===== config.mk =====
export PLATFORM = sky130hd
export DESIGN_NAME = a2d_rr_intf
export DESIGN_NICKNAME = d
export VERILOG_FILES = /design/src/rtl/a2d_rr_intf.sv
export SDC_FILE = /design/constraint.sdc
export NUM_CORES = 1
export LEC_CHECK = 0
export ABC_AREA = 0
export ABC_CLOCK_PERIOD_IN_PS = 2050
export CORE_MARGIN = 4
export CORE_UTILIZATION = 45
export DETAILED_ROUTE_END_ITERATION = 8
export PLACE_DENSITY = 0.67
export SETUP_SLACK_MARGIN = 0.2
export SYNTH_ARGS = -nofsm -noshare
export SYNTH_HDL_FRONTEND = slang
export SYNTH_SLANG_ARGS = --single-unit

===== constraint.sdc =====
create_clock -name clk -period 2.05 [get_ports clk]
set_input_delay 0.5125 -clock clk [delete_from_list [all_inputs] [get_ports clk]]
set_output_delay 0.5125 -clock clk [all_outputs]
set_load 0.01 [all_outputs]

===== src/rtl/a2d_rr_intf.sv =====
// SPI master for the ADC128S: each nxt runs two 16-bit frames on the current channel, round-robin 0/4/5/6.
// Optional macro A2D_FILTER_EN averages each new result with the previous one held for that channel.
module a2d_rr_intf #(
    parameter int SCLK_DIV_W = 5
) (
    input  logic        clk,
    input  logic        rst_n,
    input  logic        nxt,
    input  logic        MISO,
    output logic        SS_n,
    output logic        SCLK,
    output logic        MOSI,
    output logic [11:0] lft_ld,
    output logic [11:0] rght_ld,
    output logic [11:0] steer_pot,
    output logic [11:0] batt,
    output logic        cnv_cmplt
);

    localparam logic [SCLK_DIV_W-1:0] DIV_ONE  = 1;
    localparam logic [SCLK_DIV_W-1:0] DIV_FALL = '1;
    localparam logic [SCLK_DIV_W-1:0] DIV_SMP  = DIV_FALL >> 1;
    localparam logic [SCLK_DIV_W-1:0] DIV_PRE  = DIV_FALL ^ (DIV_ONE << (SCLK_DIV_W - 2));

    typedef enum logic [2:0] {IDLE, TX1, GAP, TX2, DONE} state_t;

    state_t                  state_q, state_d;
    logic [15:0]             shft_q, shft_d;
    logic [SCLK_DIV_W-1:0]   div_q, div_d;
    logic                    ss_n_q, ss_n_d;
    logic [4:0]              bit_cnt_q, bit_cnt_d;
    logic                    first_q, first_d;
    logic                    gap_q, gap_d;
    logic [1:0]              ptr_q, ptr_d;
    logic                    cnv_q, cnv_d;
    logic [3:0][11:0]        res_q;
    logic                    wr_en;
    logic [11:0]             wr_val;
    logic [15:0]             cmd;

    function automatic logic [2:0] chnl_of(input logic [1:0] idx);
        case (idx)
            2'd0:    return 3'd0;
            2'd1:    return 3'd4;
            2'd2:    return 3'd5;
            default: return 3'd6;
        endcase
    endfunction

    assign cmd = {2'b00, chnl_of(ptr_q), 11'h000};

    always_comb begin
        state_d   = state_q;
        shft_d    = shft_q;
        div_d     = div_q;
        ss_n_d    = ss_n_q;
        bit_cnt_d = bit_cnt_q;
        first_d   = first_q;
        gap_d     = gap_q;
        ptr_d     = ptr_q;
        cnv_d     = 1'b0;
        wr_en     = 1'b0;
        case (state_q)
            IDLE: begin
                if (nxt) begin
                    shft_d    = cmd;
                    ss_n_d    = 1'b0;
                    div_d     = DIV_PRE;
                    bit_cnt_d = 5'd0;
                    first_d   = 1'b1;
                    state_d   = TX1;
                end
            end
            TX1, TX2: begin
                div_d = div_q + DIV_ONE;
                if (div_q == DIV_SMP) begin
                    shft_d[0] = MISO;
                    bit_cnt_d = bit_cnt_q + 5'd1;
                end else if (div_q == DIV_FALL) begin
                    // The fall preceding the first rise must not shift: cmd[15] is already on MOSI.
                    if (first_q) begin
                        first_d = 1'b0;
                    end else if (bit_cnt_q == 5'd16) begin
                        ss_n_d  = 1'b1;
                        gap_d   = 1'b0;
                        state_d = (state_q == TX1) ? GAP : DONE;
                    end else begin
                        shft_d = {shft_q[14:0], 1'b0};
                    end
                end
            end
            GAP: begin
                shft_d = cmd;
                if (gap_q) begin
                    ss_n_d    = 1'b0;
                    div_d     = DIV_PRE;
                    bit_cnt_d = 5'd0;
                    first_d   = 1'b1;
                    state_d   = TX2;
                end else begin
                    gap_d = 1'b1;
                end
            end
            DONE: begin
                wr_en   = 1'b1;
                cnv_d   = 1'b1;
                ptr_d   = ptr_q + 2'd1;
                state_d = IDLE;
            end
            default: state_d = IDLE;
        endcase
    end

    always_ff @(posedge clk or negedge rst_n) begin
        if (!rst_n) begin
            state_q   <= IDLE;
            shft_q    <= 16'h0000;
            div_q     <= DIV_PRE;
            ss_n_q    <= 1'b1;
            bit_cnt_q <= 5'd0;
            first_q   <= 1'b0;
            gap_q     <= 1'b0;
            ptr_q     <= 2'd0;
            cnv_q     <= 1'b0;
        end else begin
            state_q   <= state_d;
            shft_q    <= shft_d;
            div_q     <= div_d;
            ss_n_q    <= ss_n_d;
            bit_cnt_q <= bit_cnt_d;
            first_q   <= first_d;
            gap_q     <= gap_d;
            ptr_q     <= ptr_d;
            cnv_q     <= cnv_d;
        end
    end

`ifdef A2D_FILTER_EN
    logic [3:0]  seen_q;
    logic [12:0] sum;

    assign sum    = {1'b0, res_q[ptr_q]} + {1'b0, shft_q[11:0]};
    assign wr_val = seen_q[ptr_q] ? sum[12:1] : shft_q[11:0];

    // First write after reset has no history to average with, so it loads raw.
    always_ff @(posedge clk or negedge rst_n) begin
        if (!rst_n) begin
            seen_q <= 4'b0000;
        end else if (wr_en) begin
            seen_q[ptr_q] <= 1'b1;
        end
    end
`else
    assign wr_val = shft_q[11:0];
`endif

    always_ff @(posedge clk or negedge rst_n) begin
        if (!rst_n) begin
            res_q <= '0;
        end else if (wr_en) begin
            res_q[ptr_q] <= wr_val;
        end
    end

    assign SS_n      = ss_n_q;
    assign SCLK      = ss_n_q | div_q[SCLK_DIV_W-1];
    assign MOSI      = ~ss_n_q & shft_q[15];
    assign cnv_cmplt = cnv_q;
    assign lft_ld    = res_q[0];
    assign rght_ld   = res_q[1];
    assign steer_pot = res_q[2];
    assign batt      = res_q[3];

endmodule

Word-level counts from Yosys, hierarchy flattened
Index checks and enable logic that the tools add are counted.
{"block": "classes", "add_sub_neg": 3, "order_cmp": 2, "eq_ne": 20, "mux": 44, "bitwise": 3, "reduce_logical": 14}
{"op": "$mux 16", "count": 4}
{"op": "$bwmux 48", "count": 1}
{"op": "$pmux 16 s3", "count": 1}
{"op": "$pmux 5 s3", "count": 2}
{"op": "$mux 5", "count": 5}
{"op": "$demux 12 s2", "count": 1}
{"op": "$mux 3", "count": 7}
{"op": "$pmux 3 s3", "count": 2}
{"op": "$mux 1", "count": 16}
{"op": "$ne 2x2->1 const B", "count": 8}
{"op": "$mux 15", "count": 1}
{"op": "$reduce_and 5->1", "count": 3}
{"op": "$mux 12", "count": 1}
{"op": "$reduce_and 6->1", "count": 2}
{"op": "$add 5x1->5 const B", "count": 2}
{"op": "$eq 5x5->1 const B", "count": 2}
{"op": "$ne 3x3->1 const B", "count": 3}
{"op": "$reduce_and 7->1", "count": 1}
{"op": "$eq 3x2->1 const B", "count": 2}
{"op": "$pmux 1 s3", "count": 2}
{"op": "$eq 5x4->1 const B", "count": 1}
{"op": "$reduce_and 4->1", "count": 1}
{"op": "$eq 3x1->1 const B", "count": 1}
{"op": "$eq 3x3->1 const B", "count": 1}
{"op": "16 further kinds", "count": 16}
{"block": "totals", "register_bits": 83, "input_bits": 4, "output_inout_bits": 52, "elab_cells": 100}

Logic depth before layout (Yosys ltp)
{"block": "logic_depth", "word_depth": 7, "mapped_depth": 8, "depth_no_buf": 7}

Worst setup path before layout
Ideal clock, no wire load.
{"block": "synth_timing", "path_kind": "reg2reg", "from": "register div_q[0]", "to": "register state_q[1]", "setup_time_ns": 0.132, "arrival_ns": 1.760, "required_ns": 1.918, "setup_slack_ns": 0.159, "path_stages_with_launch": 8, "path_buffers": 1, "period_less_slack_ns": 1.891, "path_cell_list": "dfstp_2 ha_1 and3_1 ha_1 clkbuf_1 nor4_1 xnor2_1 nor2_1"}
{"block": "synth_between", "elab_chain_cells": 3, "elab_cells_between_ends": 5, "classes_between": "eq/ne (4); reduce/logical (1)"}
{"item": "start: declaration", "line_no": "29", "rtl": "logic [SCLK_DIV_W-1:0] div_q, div_d;"}
{"item": "start signal: assignment", "line_no": "128", "rtl": "div_q <= div_d;"}
{"item": "$eq 5x5->1 or $eq 5x4->1 (tied branches)", "line_no": "79, 76"}
{"item": "$ne 2x2->1 (no source line)"}
{"item": "$reduce_and 6->1 (no source line) (*)"}
{"item": "end signal: assignment", "line_no": "126", "rtl": "state_q <= state_d;"}
{"item": "end: declaration", "line_no": "27", "rtl": "state_t state_q, state_d;"}
Every way passes the cells marked *; elsewhere a longest branch is shown, timed or not.
A chain may end at the register's enable or synchronous reset.

Final worst setup path
{"block": "layout_timing", "from": "register div_q[0]", "to": "register shft_q[15]"}
{"block": "layout_between", "elab_chain_cells": 3, "elab_cells_between_ends": 5, "classes_between": "eq/ne (4); reduce/logical (1)"}
{"item": "$eq 5x5->1 or $eq 5x4->1 (tied branches)", "line_no": "79, 76"}
{"item": "$ne 2x2->1 (no source line)"}
{"item": "$reduce_and 6->1 (no source line) (*)"}
{"item": "end signal: assignment", "line_no": "127", "rtl": "shft_q <= shft_d;"}
{"item": "end: declaration", "line_no": "28", "rtl": "logic [15:0] shft_q, shft_d;"}
Marks and branches as above.

==> flow_summary.yaml <==
cts:
  htree_levels: 3
  numCtsBuffers: 9
  cts_tree: "done"
  path_clk_slew_ns: 0.09
  cts.sinks: 83
  cts_root_buf: "clkbuf_8"
  clockBufferDepth: 2
  clock_latency_ns: 0.35
finish:
  register_area_um2: 2080
  area_growth_pct: 27.8
  multiInputGateArea_um2: 1540
  drive_above_1_share_pct: 32.2
  fillers: 645
  stdcell_area_um2: 4660
  diodes: 0
  fin_cells: 434
  nNetsFinal: 342
power_and_ir_drop:
  comb_power_share_pct: 16.5
  switchingPower_w: 0.00113
  cellLeakagePower_nw: 2.12
  pwr-share-clk_pct: 30.7
  vdd_drop_max_v: 0.000596
  seqPwrFrac_pct: 52.9
  power.density_nw_per_um2: 843
  p_sw_share_pct: 28.7
  intPower_w: 0.00280
timing:
  finalHoldViolCount: 0
  max_freq_ghz: 0.535
  drv_slew: 0
  skew_ns: 0.0104
  rsz0062_at_grt: "true"
  period_minus_slack_ns: 1.87
  post-route-period-util_pct: 91.1
  final-setup-viol-count: 0
  worstMarginPinSlew_ns: 0.530
  relSlewSlack_pct: 64.7
logic_synthesis:
  synthArstFlopShare_pct: 100
  syn_inst: 257
  synth_common_cells: "dfrtp_1, mux2_4, mux2_2"
  synthTopCellsByArea: "dfrtp_1, mux2_4, mux2_2"
  synth_area_um2: 3640
  synth.net_count: 272
  seq_area_frac_synth_pct: 57.2
  yosysWarnings: 0
  synthFlopType: "dfrtp_1"
  ys_ff_latch: 83
  syn_area_per_cell_um2: 14.2
  yosysMostFrequentCell: "dfrtp_1"
  yosysTopAreaCell: "dfrtp_1"
  synth-edff-count: 0
  synth_cell_type_count: 41
  yosysTopAreaCellShare_pct: 53.6
routing:
  num_vias: 2270
  wl_met1_um: 3380
  wl_per_cell_um: 16.8
  drc: 0
  vias_per_cell: 5.23
  top_layer: "met4"
  totalWireLength_um: 7280
  drt_iter0_markers: 102
  antenna_left: 0
  dr_wl_met2_um: 3510
  dr.pass1.iters: 4
  route.met3.wl_um: 339
floorplanning:
  core_um2: 7810
  num_rows: 32
  dieArea_um2: 9600
  initial_core_util_pct: 46.7
  die-height_um: 98.0
  die_w_um: 98.0
  ios: 56
global_routing:
  grt.total_usage_pct: 15.8
  antenna_found_initial: 0
  grt-ovfl-total: 0
  grt_first_pass_wirelength_um: 12200
  grt_max_degree: 56
  grt_pass1_vias: 2319
run_status:
  status: "finished, final reports clean"
placement:
  port_buffers: 55
  hpwl_um: 4900
  gp_congestion: 0.819
  dpl_cell_area_um2: 4290
  placed_cells: 411
setup_path:
  crit_chain: "ha_4 > and3_4 > ha_4 > nand2b_4 > nor2b_4 > and3_4 > a22o_1"
  start_kind: "flop"
  required_ns: 2.34
  critical-path-max-stage-delay_ns: 0.57
  worstSetupPathType: "reg2reg"
  end_kind: "flop"
  crit_fanout: 6
  slowest_stage: "dfstp_2"
  critPathArrivalTime_ns: 2.15
worst_hold_path:
  hold_class: "in2async"
flow_run:
  max-cap-violations: 0
## kinds of logic after synthesis
group / after synthesis / synth area share, %
compound gates: 48 / 9.61
xor+xnor: 2 / 0.481
fa+ha+maj: 11 / 3.78
buf+inv: 22 / 4.05
flops: 83 / 57.2
mux: 49 / 18.2
simple gates: 42 / 6.73
## power groups by stage
stage               Combinational [W]  Clock (W)  Sequential (W)
global route                 0.000738    0.00130         0.00211
CTS                          0.000587    0.00124         0.00206
finish                       0.000647    0.00120         0.00207
floorplan                    0.000398          0         0.00201
detailed placement           0.000550          0         0.00208
global placement             0.000526          0         0.00208
## state kept, by name, summed over array words and instances, names as in the netlist
name,cells
div_q,5
steer_pot,12
SS_n,1
ptr_q,2
shft_q,16
bit_cnt_q,5
gap_q,1
lft_ld,12
state_q,3
batt,12
rght_ld,12
first_q,1
cnv_cmplt,1
## repair_timing
item,4_1_cts,5_1_grt
pin swaps,3,19
buffers inserted,0,5
cloned,2,0
setup endpoints to repair,23,22
gates resized for setup,16,7
hold buffers,0,0
## critical path, delay by kind of cell (launching register included)
| kind | cells | cell delay (ns) |
|---|---|---|
| compound gates | 1 | 0.15 |
| flops | 1 | 0.57 |
| fa+ha+maj | 2 | 0.29 |
| simple gates | 4 | 0.79 |
## per-stage QoR
stage | worst slack [ns] | total power (W) | util [%] | hold WS (ns) | setup TNS (ns)
5_1_grt | 0.0872 | 0.00415 | 59.6 | 0.0786 | 0
4_1_cts | 0.193 | 0.00389 | 58.7 | 0.0686 | 0
2_1_floorplan | 0.192 | 0.00241 | - | 0.217 | 0
6_report | 0.182 | 0.00393 | 59.6 | 0.0740 | 0
3_3_place_gp | -0.0266 | 0.00261 | 55.0 | 0.461 | -0.300
3_5_place_dp | -0.0608 | 0.00263 | 55.0 | 0.461 | -0.652
## cell type report
class | instances | area share (%)
Tap cell | 102 | 2.74
Multi-Input combinational cell | 154 | 33.0
Sequential cell | 83 | 44.7
Clock inverter | 6 | 1.56
Inverter | 11 | 0.887
Timing Repair Buffer | 68 | 14.1
Clock buffer | 10 | 2.96
## placed cells by master, fill, tap and decap left out, types with 3 or more instances in the layout
cell	Yosys	routed
buf_4	1	11
and3_4	0	3
o2bb2ai_1	4	4
clkbuf_8	0	10
nor2_1	5	5
dfstp_2	5	5
nor3_1	6	4
nor3_2	1	3
ha_4	0	3
and2_4	3	3
nand2_1	9	9
a22o_1	13	13
mux2_2	18	18
o21ai_0	8	8
dfrtp_1	78	78
inv_1	9	9
ha_1	11	8
mux2_4	30	30
clkdlybuf4s50_1	0	51
a31oi_1	3	3
a21oi_1	9	9
## metal layers
layer  vias to the layer above  global-route usage (%)
li1                       1068                       -
met1                      1141                    21.2
met2                        56                    25.4
met5                         -                       0
met4                         0                    3.30
met3                         5                    4.93
## worst paths after layout
path / from / cells past startpoint / slack [ns] / endpoint
worst max-delay path: div_q[0] / 7 / 0.18 / shft_q[15]
worst min-delay path: rst_n / 1 / 0.07 / steer_pot[1]
worst max register to register: div_q[0] / 7 / 0.18 / shft_q[15]
worst min register to register: div_q[2] / 2 / 0.51 / div_q[2]
max in group asynchronous: rst_n / 2 / 1.36 / bit_cnt_q[0]
min in group clk: div_q[2] / 2 / 0.51 / div_q[2]
Note: power is estimated with default switching activity, not from simulation.
